[config.mk]
export PLATFORM = sky130hd
export DESIGN_NAME = dcache_write_buffer_flat
export DESIGN_NICKNAME = d
export VERILOG_FILES = /design/src/rtl/dcache_write_buffer_if.sv /design/src/rtl/dcache_write_buffer.sv /design/src/flat_wrapper.sv
export SDC_FILE = /design/constraint.sdc
export NUM_CORES = 1
export LEC_CHECK = 0
export ABC_AREA = 1
export CAP_MARGIN = 25
export CORE_UTILIZATION = 51
export CTS_CLUSTER_DIAMETER = 80
export DETAILED_ROUTE_END_ITERATION = 7
export PLACE_DENSITY = 0.83
export SYNTH_ARGS = -nofsm -noshare
export SYNTH_HDL_FRONTEND = slang
export SYNTH_SLANG_ARGS = --single-unit
[constraint.sdc]
create_clock -name clk -period 2.5 [get_ports clk]
set_input_delay 0.5 -clock clk [delete_from_list [all_inputs] [get_ports clk]]
set_output_delay 0.5 -clock clk [all_outputs]
set_load 0.005 [all_outputs]
[src/rtl/dcache_write_buffer_if.sv]
// Bundle of dcache-side and Data_mem-side signals around the posted-write buffer.
// slave = the buffer itself, master = whoever drives the cache and memory sides.
interface dcache_write_buffer_if #(
    parameter int AW = 16,
    parameter int DW = 32
);
    logic            c_wr_valid;
    logic            c_wr_ready;
    logic [AW-1:0]   c_wr_addr;
    logic [DW-1:0]   c_wr_data;
    logic [DW/8-1:0] c_wr_mask;
    logic            c_rd_en;
    logic [AW-1:0]   c_rd_addr;
    logic [DW-1:0]   c_rd_data;
    logic            c_rd_valid;
    logic            empty;
    logic            m_wren;
    logic            m_wr_ready;
    logic [AW-1:0]   m_wraddress;
    logic [DW-1:0]   m_write_data;
    logic [DW/8-1:0] m_wr_mask;
    logic            m_rden;
    logic [AW-1:0]   m_rdaddress;
    logic [DW-1:0]   m_read_data;

    modport slave (
        input  c_wr_valid, c_wr_addr, c_wr_data, c_wr_mask, c_rd_en, c_rd_addr,
               m_wr_ready, m_read_data,
        output c_wr_ready, c_rd_data, c_rd_valid, empty, m_wren, m_wraddress,
               m_write_data, m_wr_mask, m_rden, m_rdaddress
    );

    modport master (
        output c_wr_valid, c_wr_addr, c_wr_data, c_wr_mask, c_rd_en, c_rd_addr,
               m_wr_ready, m_read_data,
        input  c_wr_ready, c_rd_data, c_rd_valid, empty, m_wren, m_wraddress,
               m_write_data, m_wr_mask, m_rden, m_rdaddress
    );
endinterface

[src/rtl/dcache_write_buffer.sv]
// Posted-write FIFO between dcache and Data_mem: in-order drain, per-byte
// coalescing of same-address writes, and byte forwarding onto dcache reads.
module dcache_write_buffer #(
    parameter int DEPTH = 4,
    parameter int AW    = 16,
    parameter int DW    = 32
) (
    input  logic                clk,
    input  logic                rst,
    dcache_write_buffer_if.slave bus
);
    localparam int NB = DW / 8;
    localparam int PW = $clog2(DEPTH);
    localparam logic [PW:0] FULL = (PW + 1)'(DEPTH);

    logic [AW-1:0]    r_addr [DEPTH];
    logic [DW-1:0]    r_data [DEPTH];
    logic [NB-1:0]    r_mask [DEPTH];
    logic [DEPTH-1:0] r_valid;
    logic [PW-1:0]    r_head;
    logic [PW-1:0]    r_tail;
    logic [PW:0]      r_count;
    logic [DW-1:0]    r_snap_data;
    logic [NB-1:0]    r_snap_mask;
    logic             r_rd_valid;

    logic             w_pop;
    logic             w_hit;
    logic [PW-1:0]    w_hit_idx;
    logic             w_accept;
    logic             w_wr_en;
    logic             w_push;
    logic [DW-1:0]    w_merged;
    logic [DW-1:0]    w_fwd_data;
    logic [NB-1:0]    w_fwd_mask;
    logic [DW-1:0]    w_rd_data;

    assign w_pop = (r_count != '0) && bus.m_wr_ready;

    // The head leaving this cycle cannot absorb a write; it would be lost.
    always_comb begin
        w_hit     = 1'b0;
        w_hit_idx = '0;
        for (int i = 0; i < DEPTH; i++) begin
            if (r_valid[i] && (r_addr[i] == bus.c_wr_addr) &&
                !(w_pop && (r_head == PW'(i)))) begin
                w_hit     = 1'b1;
                w_hit_idx = PW'(i);
            end
        end
    end

    // Forwarding sees pre-write contents, including a head popped this cycle.
    always_comb begin
        w_fwd_data = '0;
        w_fwd_mask = '0;
        for (int i = 0; i < DEPTH; i++) begin
            if (r_valid[i] && (r_addr[i] == bus.c_rd_addr)) begin
                w_fwd_data = r_data[i];
                w_fwd_mask = r_mask[i];
            end
        end
    end

    always_comb begin
        w_merged = r_data[w_hit_idx];
        for (int b = 0; b < NB; b++) begin
            if (bus.c_wr_mask[b]) begin
                w_merged[b*8 +: 8] = bus.c_wr_data[b*8 +: 8];
            end
        end
    end

    assign bus.c_wr_ready = (r_count < FULL) || w_hit;
    assign w_accept       = bus.c_wr_valid && bus.c_wr_ready;
    assign w_wr_en        = w_accept && (bus.c_wr_mask != '0);
    assign w_push         = w_wr_en && !w_hit;

    always_ff @(posedge clk) begin
        if (rst) begin
            r_valid     <= '0;
            r_head      <= '0;
            r_tail      <= '0;
            r_count     <= '0;
            r_snap_data <= '0;
            r_snap_mask <= '0;
            r_rd_valid  <= 1'b0;
            for (int i = 0; i < DEPTH; i++) begin
                r_addr[i] <= '0;
                r_data[i] <= '0;
                r_mask[i] <= '0;
            end
        end else begin
            if (w_pop) begin
                r_valid[r_head] <= 1'b0;
                r_head          <= r_head + 1'b1;
            end
            if (w_wr_en && w_hit) begin
                r_data[w_hit_idx] <= w_merged;
                r_mask[w_hit_idx] <= r_mask[w_hit_idx] | bus.c_wr_mask;
            end
            if (w_push) begin
                r_valid[r_tail] <= 1'b1;
                r_addr[r_tail]  <= bus.c_wr_addr;
                r_data[r_tail]  <= bus.c_wr_data;
                r_mask[r_tail]  <= bus.c_wr_mask;
                r_tail          <= r_tail + 1'b1;
            end
            case ({w_push, w_pop})
                2'b10:   r_count <= r_count + 1'b1;
                2'b01:   r_count <= r_count - 1'b1;
                default: r_count <= r_count;
            endcase
            r_rd_valid <= bus.c_rd_en;
            if (bus.c_rd_en) begin
                r_snap_data <= w_fwd_data;
                r_snap_mask <= w_fwd_mask;
            end
        end
    end

    always_comb begin
        w_rd_data = '0;
        if (r_rd_valid) begin
            for (int b = 0; b < NB; b++) begin
                w_rd_data[b*8 +: 8] = r_snap_mask[b] ? r_snap_data[b*8 +: 8]
                                                     : bus.m_read_data[b*8 +: 8];
            end
        end
    end

    assign bus.c_rd_data    = w_rd_data;
    assign bus.c_rd_valid   = r_rd_valid;
    assign bus.empty        = (r_count == '0);
    assign bus.m_wren       = (r_count != '0);
    assign bus.m_wraddress  = r_addr[r_head];
    assign bus.m_write_data = r_data[r_head];
    assign bus.m_wr_mask    = r_mask[r_head];
    assign bus.m_rden       = bus.c_rd_en;
    assign bus.m_rdaddress  = bus.c_rd_addr;
endmodule

[src/flat_wrapper.sv]
// flat-port wrapper written by rule: the top's interface ports become plain ports
module dcache_write_buffer_flat 
#(
    parameter int DEPTH = 4,
    parameter int AW    = 16,
    parameter int DW    = 32
)
  (clk, rst, bus_c_wr_valid, bus_c_wr_addr, bus_c_wr_data, bus_c_wr_mask, bus_c_rd_en, bus_c_rd_addr, bus_m_wr_ready, bus_m_read_data, bus_c_wr_ready, bus_c_rd_data, bus_c_rd_valid, bus_empty, bus_m_wren, bus_m_wraddress, bus_m_write_data, bus_m_wr_mask, bus_m_rden, bus_m_rdaddress);
  dcache_write_buffer_if #(.AW(AW), .DW(DW)) bus_i ();
  input  logic clk;
  input  logic rst;
  input wire logic [$bits(bus_i.c_wr_valid)-1:0] bus_c_wr_valid;
  input wire logic [$bits(bus_i.c_wr_addr)-1:0] bus_c_wr_addr;
  input wire logic [$bits(bus_i.c_wr_data)-1:0] bus_c_wr_data;
  input wire logic [$bits(bus_i.c_wr_mask)-1:0] bus_c_wr_mask;
  input wire logic [$bits(bus_i.c_rd_en)-1:0] bus_c_rd_en;
  input wire logic [$bits(bus_i.c_rd_addr)-1:0] bus_c_rd_addr;
  input wire logic [$bits(bus_i.m_wr_ready)-1:0] bus_m_wr_ready;
  input wire logic [$bits(bus_i.m_read_data)-1:0] bus_m_read_data;
  output wire logic [$bits(bus_i.c_wr_ready)-1:0] bus_c_wr_ready;
  output wire logic [$bits(bus_i.c_rd_data)-1:0] bus_c_rd_data;
  output wire logic [$bits(bus_i.c_rd_valid)-1:0] bus_c_rd_valid;
  output wire logic [$bits(bus_i.empty)-1:0] bus_empty;
  output wire logic [$bits(bus_i.m_wren)-1:0] bus_m_wren;
  output wire logic [$bits(bus_i.m_wraddress)-1:0] bus_m_wraddress;
  output wire logic [$bits(bus_i.m_write_data)-1:0] bus_m_write_data;
  output wire logic [$bits(bus_i.m_wr_mask)-1:0] bus_m_wr_mask;
  output wire logic [$bits(bus_i.m_rden)-1:0] bus_m_rden;
  output wire logic [$bits(bus_i.m_rdaddress)-1:0] bus_m_rdaddress;
  assign bus_i.c_wr_valid = bus_c_wr_valid;
  assign bus_i.c_wr_addr = bus_c_wr_addr;
  assign bus_i.c_wr_data = bus_c_wr_data;
  assign bus_i.c_wr_mask = bus_c_wr_mask;
  assign bus_i.c_rd_en = bus_c_rd_en;
  assign bus_i.c_rd_addr = bus_c_rd_addr;
  assign bus_i.m_wr_ready = bus_m_wr_ready;
  assign bus_i.m_read_data = bus_m_read_data;
  assign bus_c_wr_ready = bus_i.c_wr_ready;
  assign bus_c_rd_data = bus_i.c_rd_data;
  assign bus_c_rd_valid = bus_i.c_rd_valid;
  assign bus_empty = bus_i.empty;
  assign bus_m_wren = bus_i.m_wren;
  assign bus_m_wraddress = bus_i.m_wraddress;
  assign bus_m_write_data = bus_i.m_write_data;
  assign bus_m_wr_mask = bus_i.m_wr_mask;
  assign bus_m_rden = bus_i.m_rden;
  assign bus_m_rdaddress = bus_i.m_rdaddress;
  dcache_write_buffer #(.DEPTH(DEPTH), .AW(AW), .DW(DW)) u_core (.clk(clk), .rst(rst), .bus(bus_i));
endmodule
==> metrics.md <==
| Metric | Value |
|---|---|
| Highest routing layer actually used | met4 |
| Worst skew pair latency | 0.58 ns |
| Hold_buf cts | 0 |
| Routed length per placed instance | 19.7 microns |
| Half-perimeter wire length of the detailed placement result | 36.9 mm |
| Adder-Cell Fraction of Synth Area | 0.863% |
| Final Util | 74.7% |
| Ratio of total power to cell area | 735 nW/um^2 |
| Chip Width | 176 microns |
| Post-Synth XOR/XNOR Area | 2.05% |
| Fraction of synthesis flops using an asynchronous set or reset pin | 0% |
| Relative max-transition margin | 60.3% |
| Clock buffer count from CTS | 28 |
| Synthesized net count | 2200 |
| Pin count of the biggest net entering global routing | 74 |
| Clock skew | 0.0293 ns |
| Mux cell area share after synthesis | 0% |
| Final-layout fill cell count | 2076 |
| Reg clk slew, reported paths | 0.07 ns |
| Most frequent standard cell in the layout excluding fill and tap cells | sky130_fd_sc_hd__nand2_1 |
| Drt first-iter violations | 2670 |
| Worst hold path cell count | 3 |
| Largest driver fanout on the critical path | 5 |
| Setup repair after global routing missed its margin | yes |
| Number of max-cap violations | 0 |
| Sum of overflow across all layers after global routing | 0 |
| WP data arrival | 3.06 ns |
| Post-synth cell types | 41 |
| Synthesis-to-finish area growth | 44.0% |
| Drc violations | 0 |
| Status | complete, but fails checks |
| CTS tree | done |
| Core outline area | 29600 sq um |
| Sequential cell area fraction in the yosys report | 47.2% |
| Final hold violations | 0 |
| Clock tree buffer depth | 3 |
| Worst voltage drop across the vdd grid | 0.664 mV |
| # clock sinks | 258 |
| Depth of the most critical reg-to-reg path | 14 |
| Met3 WL post-DR | 6.80 mm |
| Wire length on met1 | 21.5 mm |
| Failing checks | negative setup slack |
| Post-Layout Cell Count | 2909 |
| Total setup violations reported at the end of the flow | 241 |
| P_leak | 9.90 nW |
| Avg Synthesized Cell Area | 7.37 sq um |
| Most used flip-flop cell after synthesis | sky130_fd_sc_hd__edfxtp_1 |
| Endpoint type of the worst setup path | register |
| Overall die height | 176 microns |
| Setup Crit Path Kind | reg2reg |
| Number of placed instances with taps included | 2827 |
| Cell row count | 63 |
| Routability-driven placement congestion ratio | 1.02 |
| Synthesized-area fraction occupied by and/or/nand/nor cells | 29.2% |
| Shortest period the worst path allows | 2.65 ns |
| Pins over their slew limit | 0 |
| Routed wire length on met2 | 26.4 mm |
| Number of I/O port buffers | 209 |
| Routed via count divided by cell count | 5.69 |
| Post-route fraction of the period consumed by the critical path | 106% |
| Wire length of the first global-routing pass | 82.1 mm |
| Effective utilization at floorplan | 51.9% |
| Initial antenna violation count | 1 |
| Flip-flop and latch count after synthesis | 258 |
| Number of warnings issued by yosys | 0 |
| Area of the die | 30800 sq um |
| Layout Nets | 2611 |
| GRT Total Usage | 34.3% |
| HP Class | in2reg |
| Fraction of layout cells with a size suffix above 1 | 22.2% |
| Ports placed on the boundary | 210 |
| Post-synth EDFFs | 208 |
| Worst Tran Pin Value | 0.595 ns |
| CTS H-Tree Depth | 1 |
| Antenna violation net count after detailed routing | 0 |
| Required @ worst endpoint | 2.91 ns |
| Post-Syn Area | 15400 sq um |
| Dominant combinational cell family by area after synthesis | simple AND/OR/NAND/NOR gates |
| Dpl ws | -0.912 ns |
| Number of global-route vias before repair | 15154 |
| Setup slack after layout | -0.151 ns |
| Compound-cell area share of the yosys netlist | 11.8% |
| Gate count of the mapped netlist | 2085 |
| Top library cells by usage in the layout, fill and taps aside | sky130_fd_sc_hd__nand2_1, sky130_fd_sc_hd__nor2_1, sky130_fd_sc_hd__edfxtp_1 |
| Via count | 16556 |
| Total routed wirelength | 57.4 mm |
| Launching element type of the critical path | register |
| Clock Root Buffer | sky130_fd_sc_hd__clkbuf_16 |
| TritonRoute pass-1 iters | 7 |
| Max Freq | 0.377 GHz |
[Yosys cell counts (2+ instances only)]
master                       n  area [sq um]
sky130_fd_sc_hd__a21boi_1    2          15.0
sky130_fd_sc_hd__a21oi_1   123           616
sky130_fd_sc_hd__buf_2      11          55.1
sky130_fd_sc_hd__buf_4      17           128
sky130_fd_sc_hd__clkbuf_1   77           289
sky130_fd_sc_hd__clkinv_1    2          7.51
sky130_fd_sc_hd__dfxtp_1    50          1000
sky130_fd_sc_hd__edfxtp_1  208          6250
sky130_fd_sc_hd__ha_1        9           113
sky130_fd_sc_hd__inv_1     208           781
sky130_fd_sc_hd__inv_2      22          82.6
sky130_fd_sc_hd__nand2_1   500          1880
sky130_fd_sc_hd__nand2_2     7          43.8
sky130_fd_sc_hd__nand2_4     2          22.5
sky130_fd_sc_hd__nand3_1    47           235
sky130_fd_sc_hd__nand3_2     5          50.1
sky130_fd_sc_hd__nand3_4    12           210
sky130_fd_sc_hd__nand4_1     3          18.8
sky130_fd_sc_hd__nor2_1    499          1870
sky130_fd_sc_hd__nor2_4      5          56.3
sky130_fd_sc_hd__nor3_1      6          30.0
sky130_fd_sc_hd__nor4_1      2          12.5
sky130_fd_sc_hd__o21ai_0   186           931
sky130_fd_sc_hd__o21ai_2     2          17.5
sky130_fd_sc_hd__o22ai_1    30           188
sky130_fd_sc_hd__xnor2_1     7          61.3
sky130_fd_sc_hd__xor2_1     29           254
[metal layers]
layer  up-vias  track usage [%]
li1       7508                -
met1      7577             45.9
met2      1222             56.2
met3       249             5.39
met4         0             12.4
met5         -                0
[repair_timing]
action	CTS	global route
setup endpoints to repair	465	373
pin swaps	24	30
buffers inserted	9	11
gates cloned	6	4
gates resized for setup	167	239
[path summary, 6_finish.rpt]
path                                            start  slack, ns                             endpoint
hold reg to reg   u_core.r_snap_data[23]$_SDFFE_PP0P_       0.47  u_core.r_snap_data[23]$_SDFFE_PP0P_
setup / recovery        u_core.r_head[0]$_SDFFE_PP0P_      -0.15   u_core.r_data[1][31]$_SDFFCE_PN0P_
setup reg to reg        u_core.r_head[0]$_SDFFE_PP0P_      -0.15   u_core.r_data[1][31]$_SDFFCE_PN0P_
hold / removal                                    rst       0.42  u_core.r_snap_data[28]$_SDFFE_PP0P_
[power by group]
group / switching, mW / leakage, nW / internal [mW]
Combinational: 3.62 / 6.86 / 2.76
Sequential: 0.377 / 2.57 / 5.20
Clock: 1.87 / 0.469 / 2.44
[through the flow]
stage / power, mW / hold slack (ns) / TNS (ns) / instance area [sq um]
after detailed placement: 11.1 / 0.457 / -327.14 / 19800
after CTS: 15.6 / 0.396 / -1.26 / 21200
after global routing: 16.8 / 0.421 / -53.85 / 22100
after floorplan: 7.86 / 0.446 / -1.98 / 15400
after global placement: 11.0 / 0.453 / -285.67 / 19800
final: 16.3 / 0.419 / -15.10 / 22100
[worst max-delay path, cell delays in order, from the launching register on]
cell and delay [ns]:
sky130_fd_sc_hd__dfxtp_1 0.40, sky130_fd_sc_hd__inv_1 0.10, sky130_fd_sc_hd__buf_4 0.14, sky130_fd_sc_hd__ha_1 0.21
sky130_fd_sc_hd__a21boi_2 0.24, sky130_fd_sc_hd__nand3_4 0.11, sky130_fd_sc_hd__nand2_4 0.11, sky130_fd_sc_hd__nor2_8 0.07
sky130_fd_sc_hd__nand4_4 0.15, sky130_fd_sc_hd__nor2_4 0.07, sky130_fd_sc_hd__nor2_4 0.28, sky130_fd_sc_hd__buf_6 0.17
sky130_fd_sc_hd__nand3_4 0.13, sky130_fd_sc_hd__buf_6 0.18, sky130_fd_sc_hd__nor2_1 0.13
[kinds of logic (layout without fill, tap and decap cells)]
logic type	count (synthesis)	in the layout
AO/OA/AOI/OAI	349	349
XOR/XNOR	36	36
adder cells (fa/ha/maj)	10	10
buffers and inverters	340	773
flip-flops	258	258
other	0	1
AND/OR/NAND/NOR	1092	1092
[area by class of cell]
class | count | area, sq um | area share [%]
Tap cell | 390 | 488 | 2.21
Timing Repair Buffer | 489 | 4880 | 22.1
Clock inverter | 18 | 181 | 0.820
Sequential cell | 258 | 7270 | 32.8
Clock buffer | 34 | 776 | 3.51
Multi-Input combinational cell | 1487 | 7630 | 34.5
Inverter | 232 | 902 | 4.08
Antenna cell | 1 | 2.50 | 0.0113
[state kept, by name, summed over array words and instances, names as in the netlist, named ones only]
name                   cells
u_core.r_count             3
u_core.r_valid             4
u_core.r_data            128
u_core.r_mask             16
u_core.bus.c_rd_valid      1
u_core.r_tail              2
u_core.r_snap_mask         4
u_core.r_addr             64
u_core.r_snap_data        32
u_core.r_head              2
Power figures use the tool's default switching activity.
